## config.mk

```make
export PLATFORM = sky130hd
export DESIGN_NAME = fd_ratio_ctrl
export DESIGN_NICKNAME = d
export VERILOG_FILES = /design/src/rtl/fd_ratio_ctrl.sv
export SDC_FILE = /design/constraint.sdc
export NUM_CORES = 1
export LEC_CHECK = 0
export CAP_MARGIN = 30
export CORE_MARGIN = 8
export CORE_UTILIZATION = 46
export CTS_CLUSTER_DIAMETER = 40
export CTS_CLUSTER_SIZE = 16
export DETAILED_ROUTE_END_ITERATION = 8
export HOLD_SLACK_MARGIN = 0.12
export PLACE_DENSITY = 0.78
export SLEW_MARGIN = 15
export SYNTH_ARGS = -nofsm -noshare
export SYNTH_HDL_FRONTEND = slang
export SYNTH_SLANG_ARGS = --single-unit
```

## constraint.sdc

```tcl
create_clock -name CLK_exit -period 1.9 [get_ports CLK_exit]
set_clock_uncertainty 0.05 [all_clocks]
set_input_delay 0.285 -clock CLK_exit [delete_from_list [all_inputs] [get_ports CLK_exit]]
set_output_delay 0.285 -clock CLK_exit [all_outputs]
set_load 0.01 [all_outputs]
```

## src/rtl/fd_ratio_ctrl.sv

```systemverilog
// Divide-ratio change controller: waits for the divider's last phase, gates its output,
// reloads the ratio under divider reset, lets it settle, then acknowledges the requester.
module fd_ratio_ctrl #(
    parameter logic [1:0] RESET_M    = 2'd2,
    parameter int         SETTLE_CYC = 4
) (
    input  logic       CLK_exit,
    input  logic       rst,
    input  logic       req,
    input  logic [1:0] M_req,
    output logic [1:0] M_out,
    output logic       div_rst_n,
    output logic       div_gate,
    output logic       ack,
    output logic       err,
    output logic       busy,
    output logic [1:0] phase
);

    // Handshake: req is a level held until ack or err pulses for one cycle; a new request
    // is only taken after req has been observed low again.

    localparam logic [3:0] SETTLE_LAST = 4'(SETTLE_CYC - 1);

    typedef enum logic [2:0] {
        IDLE   = 3'd0,
        ALIGN  = 3'd1,
        GATE   = 3'd2,
        SETTLE = 3'd3,
        ACK    = 3'd4,
        WAITLO = 3'd5
    } state_t;

    state_t     state;
    state_t     state_next;
    logic [1:0] m_cap;
    logic [3:0] settle_cnt;
    logic       align_hit;
    logic       settle_done;

    // Ratio 1 (or an out-of-range reset ratio) keeps phase at 0, so alignment is immediate.
    assign align_hit   = (M_out <= 2'd1) || (phase == (M_out - 2'd1));
    assign settle_done = (state == SETTLE) && (settle_cnt == SETTLE_LAST);

    assign ack  = (state == ACK);
    assign busy = (state != IDLE);

    // In IDLE the decision uses M_req directly; it is the same value being captured this edge.
    always_comb begin
        state_next = state;
        case (state)
            IDLE: begin
                if (req) begin
                    if (M_req == 2'd0) begin
                        state_next = WAITLO;
                    end else if (M_req == M_out) begin
                        state_next = ACK;
                    end else begin
                        state_next = ALIGN;
                    end
                end
            end
            ALIGN: begin
                if (align_hit) begin
                    state_next = GATE;
                end
            end
            GATE: begin
                state_next = SETTLE;
            end
            SETTLE: begin
                if (settle_cnt == SETTLE_LAST) begin
                    state_next = ACK;
                end
            end
            ACK: begin
                state_next = WAITLO;
            end
            WAITLO: begin
                if (!req) begin
                    state_next = IDLE;
                end
            end
            default: begin
                state_next = IDLE;
            end
        endcase
    end

    always_ff @(posedge CLK_exit or posedge rst) begin
        if (rst) begin
            state <= IDLE;
        end else begin
            state <= state_next;
        end
    end

    always_ff @(posedge CLK_exit or posedge rst) begin
        if (rst) begin
            m_cap <= 2'd0;
        end else if ((state == IDLE) && req) begin
            m_cap <= M_req;
        end
    end

    always_ff @(posedge CLK_exit or posedge rst) begin
        if (rst) begin
            M_out <= RESET_M;
        end else if (state == GATE) begin
            M_out <= m_cap;
        end
    end

    // The divider is reset for exactly the first SETTLE cycle, released everywhere else.
    always_ff @(posedge CLK_exit or posedge rst) begin
        if (rst) begin
            div_rst_n <= 1'b0;
        end else begin
            div_rst_n <= (state != GATE);
        end
    end

    always_ff @(posedge CLK_exit or posedge rst) begin
        if (rst) begin
            div_gate <= 1'b1;
        end else if ((state == ALIGN) && align_hit) begin
            div_gate <= 1'b0;
        end else if (settle_done) begin
            div_gate <= 1'b1;
        end
    end

    always_ff @(posedge CLK_exit or posedge rst) begin
        if (rst) begin
            settle_cnt <= 4'd0;
        end else if (state == GATE) begin
            settle_cnt <= 4'd0;
        end else if ((state == SETTLE) && !settle_done) begin
            settle_cnt <= settle_cnt + 4'd1;
        end
    end

    always_ff @(posedge CLK_exit or posedge rst) begin
        if (rst) begin
            err <= 1'b0;
        end else begin
            err <= (state == IDLE) && req && (M_req == 2'd0);
        end
    end

    // Shadow of the divider's rising-edge count; restarts from 0 when the gate reopens.
    always_ff @(posedge CLK_exit or posedge rst) begin
        if (rst) begin
            phase <= 2'd0;
        end else if (settle_done || !div_rst_n || (M_out <= 2'd1)) begin
            phase <= 2'd0;
        end else if (phase == (M_out - 2'd1)) begin
            phase <= 2'd0;
        end else begin
            phase <= phase + 2'd1;
        end
    end

endmodule

```

==> summary.txt <==
Outcome
  • Status: completed

Routing
  • Routed via count: 764
  • Via/cell ratio: about 5.5
  • 1st-pass router iterations: 2
  • Routed wire length: a little under 2 mm
  • Drt drc: 0
  • Detailed Route Iter0 Violations: 5
  • Detail Route Antenna Nets: 0
  • Routed wire per std cell: 14.1 um

Placed design
  • Routability-driven placement congestion ratio: between 0.7 and 0.8
  • Port Buffers: 13
  • Detail Placement HPWL: 1.45 mm
  • Place WS: 0.0136 ns
  • Placed Cells: ~140
  • DP Area: ~1100 sq um

Setup path
  • CP bufs+invs: 2
  • Critical Path Sink Type: output port
  • Worst path max stage delay: 0.54 ns
  • Largest delay share family, worst path: buffers and inverters
  • CP Max Fanout: 6
  • Startpoint types: register
  • Worst Path Required: around 1.6 ns
  • WP data arrival: 1.51 ns
  • Register-to-Register Setup Slack: about 0.09 ns
  • Slowest CP cell: dfstp_2
  • Worst path cell trace: buf_4 -> clkdlybuf4s50_1
  • Critical path type: register to output port

Power and ir drop
  • Int Pwr: 1.10 mW
  • Clock power frac: 10.8%
  • P_leak: 0.505 nW
  • PD cells: about 1600 nW/um^2
  • Flop pwr share: a little under a third
  • P_sw: 739 uW
  • Tot Pwr: 1.84 mW
  • Peak VDD IR: 0.000858 V
  • Sw frac: roughly two fifths
  • Combinational power share: 57.9%

Logic synthesis
  • Mapped Cells: 90
  • Syn_nets: 97
  • Yosys Warn Count: 0
  • Number of enable flip-flop cells after synthesis: 0
  • Unique masters post-synth: 39
  • Post-Syn Area: ~910 sq um
  • Avg Inst Size Synth: 10.1 sq um
  • Synth area leaders: dfrtp_1, dfstp_2, xnor2_1, nand2_1, nor2_1
  • Main synth FF type: dfrtp_1
  • Number of synthesized register bits: 16
  • Register area share after synthesis: 44.3%
  • Share of the synthesized area in the top cell type: between 30 and 40%
  • Ys async rst share: 100%
  • Area leader, netlist: dfrtp_1

Cells and area
  • Finished Core Util: between 60% and 70%
  • Antenna Cells: 0
  • Net count, final: 121
  • Most frequent cells in the layout: dfrtp_1, clkdlybuf4s50_1, buf_4
  • Fraction of final layout cells sized beyond drive strength 1: 22.1%
  • Design area: 1170 sq um
  • Fin cells: 140
  • Area growth, synth to finish: 29.2%
  • Most common cell after layout, fill and taps aside: dfrtp_1

Clocking
  • Cts hold-fix bufs: 0
  • TritonCTS buffer count: 3
  • Root buf cell: clkbuf_4
  • TritonCTS clock tree: done
  • Worst-Skew Late Latency: 0.30 ns
  • Clock sink count: 16
  • CTS Buffer Depth: 2
  • Post-CTS setup buffer count: 0
  • Worst-path clk slew: around 0.1 ns
  • H-tree levels: 1

Timing
  • Tmin final: 1.84 ns
  • Final hold viol count: 0
  • Setup TNS: 0 ns
  • Max frequency: about 540 MHz
  • WHS: 0.284 ns
  • Tightest Pin Transition: ~0.6 ns
  • Final slew viol count: 0
  • Finish-stage setup viols: 0
  • Period Utilization, post-route: 96.9%
  • Worst slew margin: 60.0%
  • RSZ-0062 raised after global routing: no
  • Final worst slack: 0.0583 ns

Die
  • Die W: a little over 60 um
  • Row cnt: 16
  • Die height: about 60 um
  • Core Footprint: 1920 sq um
  • DIE AREA: 3660 sq um
  • I/O Pins: 14
  • Initial Util: ~47%

Global route
  • First-pass GRT wire length: ~3.2 mm
  • Pin count of the biggest net entering global routing: 17
  • Grt total ovfl: 0
  • Initial antenna violation count: 0
  • Vias in the first global route: 750
  • Total track usage: 11.8%

Min path
  • Hold WC Path Type: input port to asynchronous set/reset pin

Job
  • Max-cap violations: 0
cell usage after synthesis, drive strengths merged (2+ instances only):
| master | number |
|---|---|
| a21boi | 2 |
| nor3 | 2 |
| xor2 | 2 |
| nand2 | 8 |
| nand2b | 2 |
| nand3 | 2 |
| o211ai | 2 |
| mux2 | 3 |
| a211oi | 2 |
| xnor2 | 5 |
| o21ai | 4 |
| inv | 5 |
| buf | 2 |
| dfstp | 2 |
| a21oi | 4 |
| nor3b | 3 |
| nor2 | 8 |
| and3b | 2 |
| dfrtp | 14 |
| ha | 2 |
power by group through the flow:
stage	registers, mW	clock network [mW]	logic, mW
3_5_place_dp	0.576	0	0.993
6_report	0.577	0.198	1.07
5_1_grt	0.593	0.216	1.18
4_1_cts	0.570	0.205	0.989
3_3_place_gp	0.572	0	0.967
2_1_floorplan	0.615	0	0.591
logic make-up (layout without fill, tap and decap cells):
| logic type | count (synthesis) | count (layout) | synth area share, % |
|---|---|---|---|
| multiplexers | 3 | 3 | 3.71 |
| buffers and inverters | 8 | 31 | 4.26 |
| adder cells (fa/ha/maj) | 2 | 2 | 2.75 |
| AND/OR/NAND/NOR | 37 | 37 | 25.7 |
| AO/OA/AOI/OAI | 17 | 17 | 12.5 |
| XOR/XNOR | 7 | 7 | 6.74 |
| flip-flops | 16 | 16 | 44.3 |
state kept, by name (all words and copies together), names as in the netlist:
name        count
M_out           2
div_gate        1
div_rst_n       1
err             1
m_cap           2
phase           2
settle_cnt      4
state           3
final timing paths:
check                               from            end  cells past startpoint
worst max-delay path            M_out[1]       M_out[1]                      2
worst min-delay path                 rst       phase[0]                      2
worst max register to register  M_out[1]       state[1]                      6
worst min register to register  div_gate       div_gate                      2
max in group asynchronous            rst  settle_cnt[1]                      2
min in group CLK_exit           div_gate       div_gate                      2
area by class of cell:
class | count | area [sq um]
fillers | 167 | 747
multi-input cells | 66 | 498
flip-flops and latches | 16 | 403
repair buffers | 22 | 195
well taps | 27 | 33.8
clock buffers | 4 | 26.3
inverters | 5 | 18.8
layer usage:
layer	routed length, um	GRT usage [%]	up-vias
li1	-	-	372
met1	912	12.7	375
met2	945	19.7	12
met3	57	2.75	5
met4	51	8.64	0
met5	0	0	-
repair_timing:
item / 4_1_cts / 5_1_grt
pin swaps: 0 / 1
endpoints found under the hold margin: 0 / 0
gates cloned: 0 / 0
gates resized for setup: 2 / 4
setup endpoints to repair: 2 / 6
No activity file was read; power rests on OpenSTA's default activity.
==> edit 1: new RTL, same settings <==
The 6 states of `state_t` get a one-hot encoding in 6 bits.
--- a/src/rtl/fd_ratio_ctrl.sv
+++ b/src/rtl/fd_ratio_ctrl.sv
@@ -22,13 +22,13 @@
 
     localparam logic [3:0] SETTLE_LAST = 4'(SETTLE_CYC - 1);
 
-    typedef enum logic [2:0] {
-        IDLE   = 3'd0,
-        ALIGN  = 3'd1,
-        GATE   = 3'd2,
-        SETTLE = 3'd3,
-        ACK    = 3'd4,
-        WAITLO = 3'd5
+    typedef enum logic [5:0] {
+        IDLE   = 6'b000001,
+        ALIGN  = 6'b000010,
+        GATE   = 6'b000100,
+        SETTLE = 6'b001000,
+        ACK    = 6'b010000,
+        WAITLO = 6'b100000
     } state_t;
 
     state_t     state;
Check against the original RTL: same outputs for any inputs over 10 cycles, from zero or initial values and one cycle with rst high; not proved beyond that.
==> edit 1 against the unedited design <==
Cell area increased by 13%. Setup slack got worse by 6.2 ps. Global-route usage increased by 1.0 points. Wire length increased by 25%. Power increased by 16%. Non-clock buffer count increased by 6. Synthesized area increased by 9.8%. Sequential cell count increased by 3. Highest routed layer unchanged.
==> edit 1: results (changes against the unedited design) <==
* Routing usage on met1: 14.2% (+1.5 points)
* Area post-placement: 0.00119 sq mm (+6.0%)
- Combinational power: 1.22 mW (+14%)
- The portion of the post-synthesis area used by sequential elements came to 48.0% (+3.7 points).
* Pin count of the biggest net entering global routing: 20 (+3)
- Ranked by total cell area, the synthesized netlist is headed by sky130_fd_sc_hd__dfrtp_1, sky130_fd_sc_hd__dfstp_2, sky130_fd_sc_hd__xor2_1.
- Static Leakage: 0.593 nW (+17%)
- Critical-path maximum fanout: 3 (-3)
- The half-perimeter wire length of the detailed placement result was 1590 um (+9.5%).
- Cell count after placement: 140 (+2.9%)
* Result of the run: complete, no violations
* Total wirelength of the detailed-routed design: 2460 um (+25%)
- The fraction of final layout cells sized beyond drive strength 1 is 32.3% (+10 points).
- The last weighted congestion value of the routability-driven placer came to 0.829 (+8.0%).
- The wire length of the first global-routing pass is 3980 um (+23%).
- The post-synthesis adder-cell area fraction was 2.51% (-0.24 points).
* Total global routing track utilization: 12.8% (+1.0 points)
- Met3 routed WL: 106 um (+86%)
* Longest individual stage delay on the worst path: 450 ps (-90 ps)
- Gate count of the mapped netlist: 96 (+6.7%)
* Cell with the largest stage delay on the worst path: sky130_fd_sc_hd__dfrtp_2
- The worst setup slack after placement is 3.59 ps (-9.98 ps).
- Via count of the first global-routing pass: 867 (+16%)
* Share of cell area taken by muxes after synthesis: 4.01% (+0.30 points)
- Total internal power: 1.32 mW (+19%)
- The count of fill cells added during filler insertion was 191 (+14%).
- The number of search-and-repair iterations in the first detailed-routing pass is 4 (+2).
- Top cells by count, synth: sky130_fd_sc_hd__dfrtp_1, sky130_fd_sc_hd__nand2_1, sky130_fd_sc_hd__nor2_1
- The total via count in the routed design is 855 (+12%).
* Met3 layer usage reported by global route: 2.33% (-0.42 points)
- XOR/XNOR share of the synthesized area: 6.14% (-0.60 points)
## edit 1: path summary, 6_finish.rpt
check                           slack, ps  depth (start not counted)         to     start
worst min register to register        470                          1   div_gate  div_gate
worst max register to register         80                          7   state[4]  M_out[1]
min in group CLK_exit                 470                          1   div_gate  div_gate
worst max-delay path                   50                          4        ack  state[5]
max in group asynchronous            1290                          3   state[0]       rst
worst min-delay path                  240                          3  div_rst_n       rst
## edit 1: tightest hold or removal path, delay by kind of cell
family / cells / cell delay, ps
buf+inv: 3 / 700
## edit 1: cell type report
| class | count | area share (%) |
|---|---|---|
| timing repair buffer | 28 | 18.0 |
| inverter | 6 | 1.70 |
| tap | 28 | 2.64 |
| multi-input combinational | 70 | 39.2 |
| clock buffer | 4 | 1.98 |
| sequential | 19 | 36.4 |
## edit 1: what timing repair did
item,in CTS,in global routing
endpoints found under the setup margin,2,5
hold buffers,0,0
pin swaps,4,5
resized for setup,11,5
buffers inserted,8,3
==> edit 2: new RTL, same flow settings <==
Made on the original files. Reset style: synchronous (`rst`), changed in 8 clocked blocks.
--- a/src/rtl/fd_ratio_ctrl.sv
+++ b/src/rtl/fd_ratio_ctrl.sv
@@ -87,7 +87,7 @@
         endcase
     end
 
-    always_ff @(posedge CLK_exit or posedge rst) begin
+    always_ff @(posedge CLK_exit) begin
         if (rst) begin
             state <= IDLE;
         end else begin
@@ -95,7 +95,7 @@
         end
     end
 
-    always_ff @(posedge CLK_exit or posedge rst) begin
+    always_ff @(posedge CLK_exit) begin
         if (rst) begin
             m_cap <= 2'd0;
         end else if ((state == IDLE) && req) begin
@@ -103,7 +103,7 @@
         end
     end
 
-    always_ff @(posedge CLK_exit or posedge rst) begin
+    always_ff @(posedge CLK_exit) begin
         if (rst) begin
             M_out <= RESET_M;
         end else if (state == GATE) begin
@@ -112,7 +112,7 @@
     end
 
     // The divider is reset for exactly the first SETTLE cycle, released everywhere else.
-    always_ff @(posedge CLK_exit or posedge rst) begin
+    always_ff @(posedge CLK_exit) begin
         if (rst) begin
             div_rst_n <= 1'b0;
         end else begin
@@ -120,7 +120,7 @@
         end
     end
 
-    always_ff @(posedge CLK_exit or posedge rst) begin
+    always_ff @(posedge CLK_exit) begin
         if (rst) begin
             div_gate <= 1'b1;
         end else if ((state == ALIGN) && align_hit) begin
@@ -130,7 +130,7 @@
         end
     end
 
-    always_ff @(posedge CLK_exit or posedge rst) begin
+    always_ff @(posedge CLK_exit) begin
         if (rst) begin
             settle_cnt <= 4'd0;
         end else if (state == GATE) begin
@@ -140,7 +140,7 @@
         end
     end
 
-    always_ff @(posedge CLK_exit or posedge rst) begin
+    always_ff @(posedge CLK_exit) begin
         if (rst) begin
             err <= 1'b0;
         end else begin
@@ -149,7 +149,7 @@
     end
 
     // Shadow of the divider's rising-edge count; restarts from 0 when the gate reopens.
-    always_ff @(posedge CLK_exit or posedge rst) begin
+    always_ff @(posedge CLK_exit) begin
         if (rst) begin
             phase <= 2'd0;
         end else if (settle_done || !div_rst_n || (M_out <= 2'd1)) begin
Formal check against the unedited RTL: differs if rst is asserted again (counterexample within 4 cycles, from zero or initial values and one cycle with rst high); with rst held inactive, the same outputs for 10 cycles.
==> edit 2 against the unedited design <==
Critical path depth stayed put. Wire length is 5.5% lower. Synthesized area is 7.3% lower. Sequential cell count stayed put. Synthesized cell count is 5.6% higher. Setup slack better by 42 ps. Cell area is 8.1% lower. Non-clock buffer count stayed put.
Power is not compared: it rests on default switching activity, and its combinational part moved more than twofold at a synthesized area within 25%.
==> edit 2: results (changes against the unedited design) <==
* Class of the tightest hold or removal check: flip-flop to flip-flop
* Setup fix buffers added after clock tree synthesis: 0 (unchanged)
- Adder-cell share of the synthesized area: 2.97% (+0.22 points)
- The total CTS buffers was 3 (unchanged).
- Final period utilization: 94.7% (-2.2 points)
- Violation count after the first detailed-route iteration: 15 (+10)
- The most critical setup path has its endpoint at ack.
* Total wirelength of the detailed-routed design: 1860 um (-5.5%)
- Leading cell types by total area after synthesis: sky130_fd_sc_hd__dfxtp_1, sky130_fd_sc_hd__a21oi_1, sky130_fd_sc_hd__nand2_1
- The wire length of the first global-routing pass is 3290 um (+1.3%).
* Result of the run: complete, no violations
- NumNets Final: 125 (+3.3%)
- Filler-free cell count of the finished design: 142 (+1.4%)
- Across the VDD grid, the largest voltage drop is 0.640 mV.
- Via count of the first global-routing pass: 768 (+2.4%)
- Area post-placement: 0.00103 sq mm (-8.0%)
* Terminus of the critical flop-to-flop path: state[0]
- Filler Cell Count: 151 (-9.6%)
* XOR/XNOR share of the synthesized area: 7.27% (+0.53 points)
- Static Leakage: 0.444 nW
- The synthesized area per cell was 8.88 sq um (-12%).
- The multiplexer share of the synthesized area is 0% (-3.7 points).
- The last weighted congestion value of the routability-driven placer was 0.757 (-1.3%).
* Final total power: 0.869 mW
- The number of nets in the synthesized netlist came to 102 (+5.2%).
- Share of the yosys chip area belonging to registers: 38.0% (-6.3 points)
* Routed via count divided by cell count: 5.27 (-3.5%)
- The total routing resource utilization after global routing came to 12.0% (+0.23 points).
* Cell with the largest stage delay on the worst path: sky130_fd_sc_hd__clkdlybuf4s50_1
- Post-cts resize count: 1 (-1)
- The count of antenna diodes in the layout came to 0 (unchanged).
* Data arrival time of the critical path: 1460 ps (-50 ps)
* Clock latency at the later pin of the worst-skew pair: 300 ps (about the same)
- The fraction of final layout cells sized beyond drive strength 1 was 23.9% (+1.8 points).
- Biggest registers after layout: settle_cnt: 4 flops, state: 3 flops
* Worst R2R Path Depth: 7 (+1)
- The share of flip-flops with an asynchronous set or reset is 0% (-100 points).
- Sorting the synthesized cells by how often they occur yields sky130_fd_sc_hd__dfxtp_1, sky130_fd_sc_hd__nand2_1, sky130_fd_sc_hd__nor2_1.
* Half-perimeter wire length after placement: 1430 um (-1.6%)
* Worst Max-Slew Pin Slew: 468 ps (-132 ps)
- The maximum buffer depth of the clock tree came to 2 (unchanged).
- In this run the critical register-to-register path is launched from M_out[1].
- Setup slack at placement: 108 ps (+94.4 ps)
* Critical Path Source: state[2]
- Number of search-and-repair iterations in the first detailed-routing pass: 4 (+2)
* Longest individual stage delay on the worst path: 570 ps (+30 ps)
- The largest fanout on the critical path is 5 (-1).
* Number of distinct library cell variants in the gate-level netlist after synthesis: 36 (-7.7%)
- Slack of the worst reg-to-reg path: 170 ps (+80 ps)
* Post-synthesis compound-gate area fraction: 18.8% (+6.3 points)
- Post-route worst hold slack: 417 ps (+133 ps)
==> edit 2: per-layer routing <==
metal  up-vias  part of all wire, %  GRT usage [%]
li1        380                    -              -
met1       352                   47           14.4
met2        11                   47           19.0
met3         5                  4.5           3.48
met4         0                  1.8           5.46
met5         -                    0              0
==> edit 2: worst reg2reg max path, delay by kind of cell (launching register included) <==
family | cells | cell delay, ps
AO/OA/AOI/OAI | 3 | 710
XOR/XNOR | 1 | 140
adder cells (fa/ha/maj) | 1 | 280
buffers and inverters | 1 | 60
flip-flops | 1 | 350
AND/OR/NAND/NOR | 1 | 90
==> edit 2: cell type report <==
type | instances | area (sq um) | area share (%)
Inverter | 7 | 26.3 | 2.43
Clock buffer | 4 | 36.3 | 3.36
Timing Repair Buffer | 22 | 198 | 18.3
Multi-Input combinational cell | 68 | 465 | 43.1
Sequential cell | 16 | 323 | 29.9
Tap cell | 25 | 31.3 | 2.90
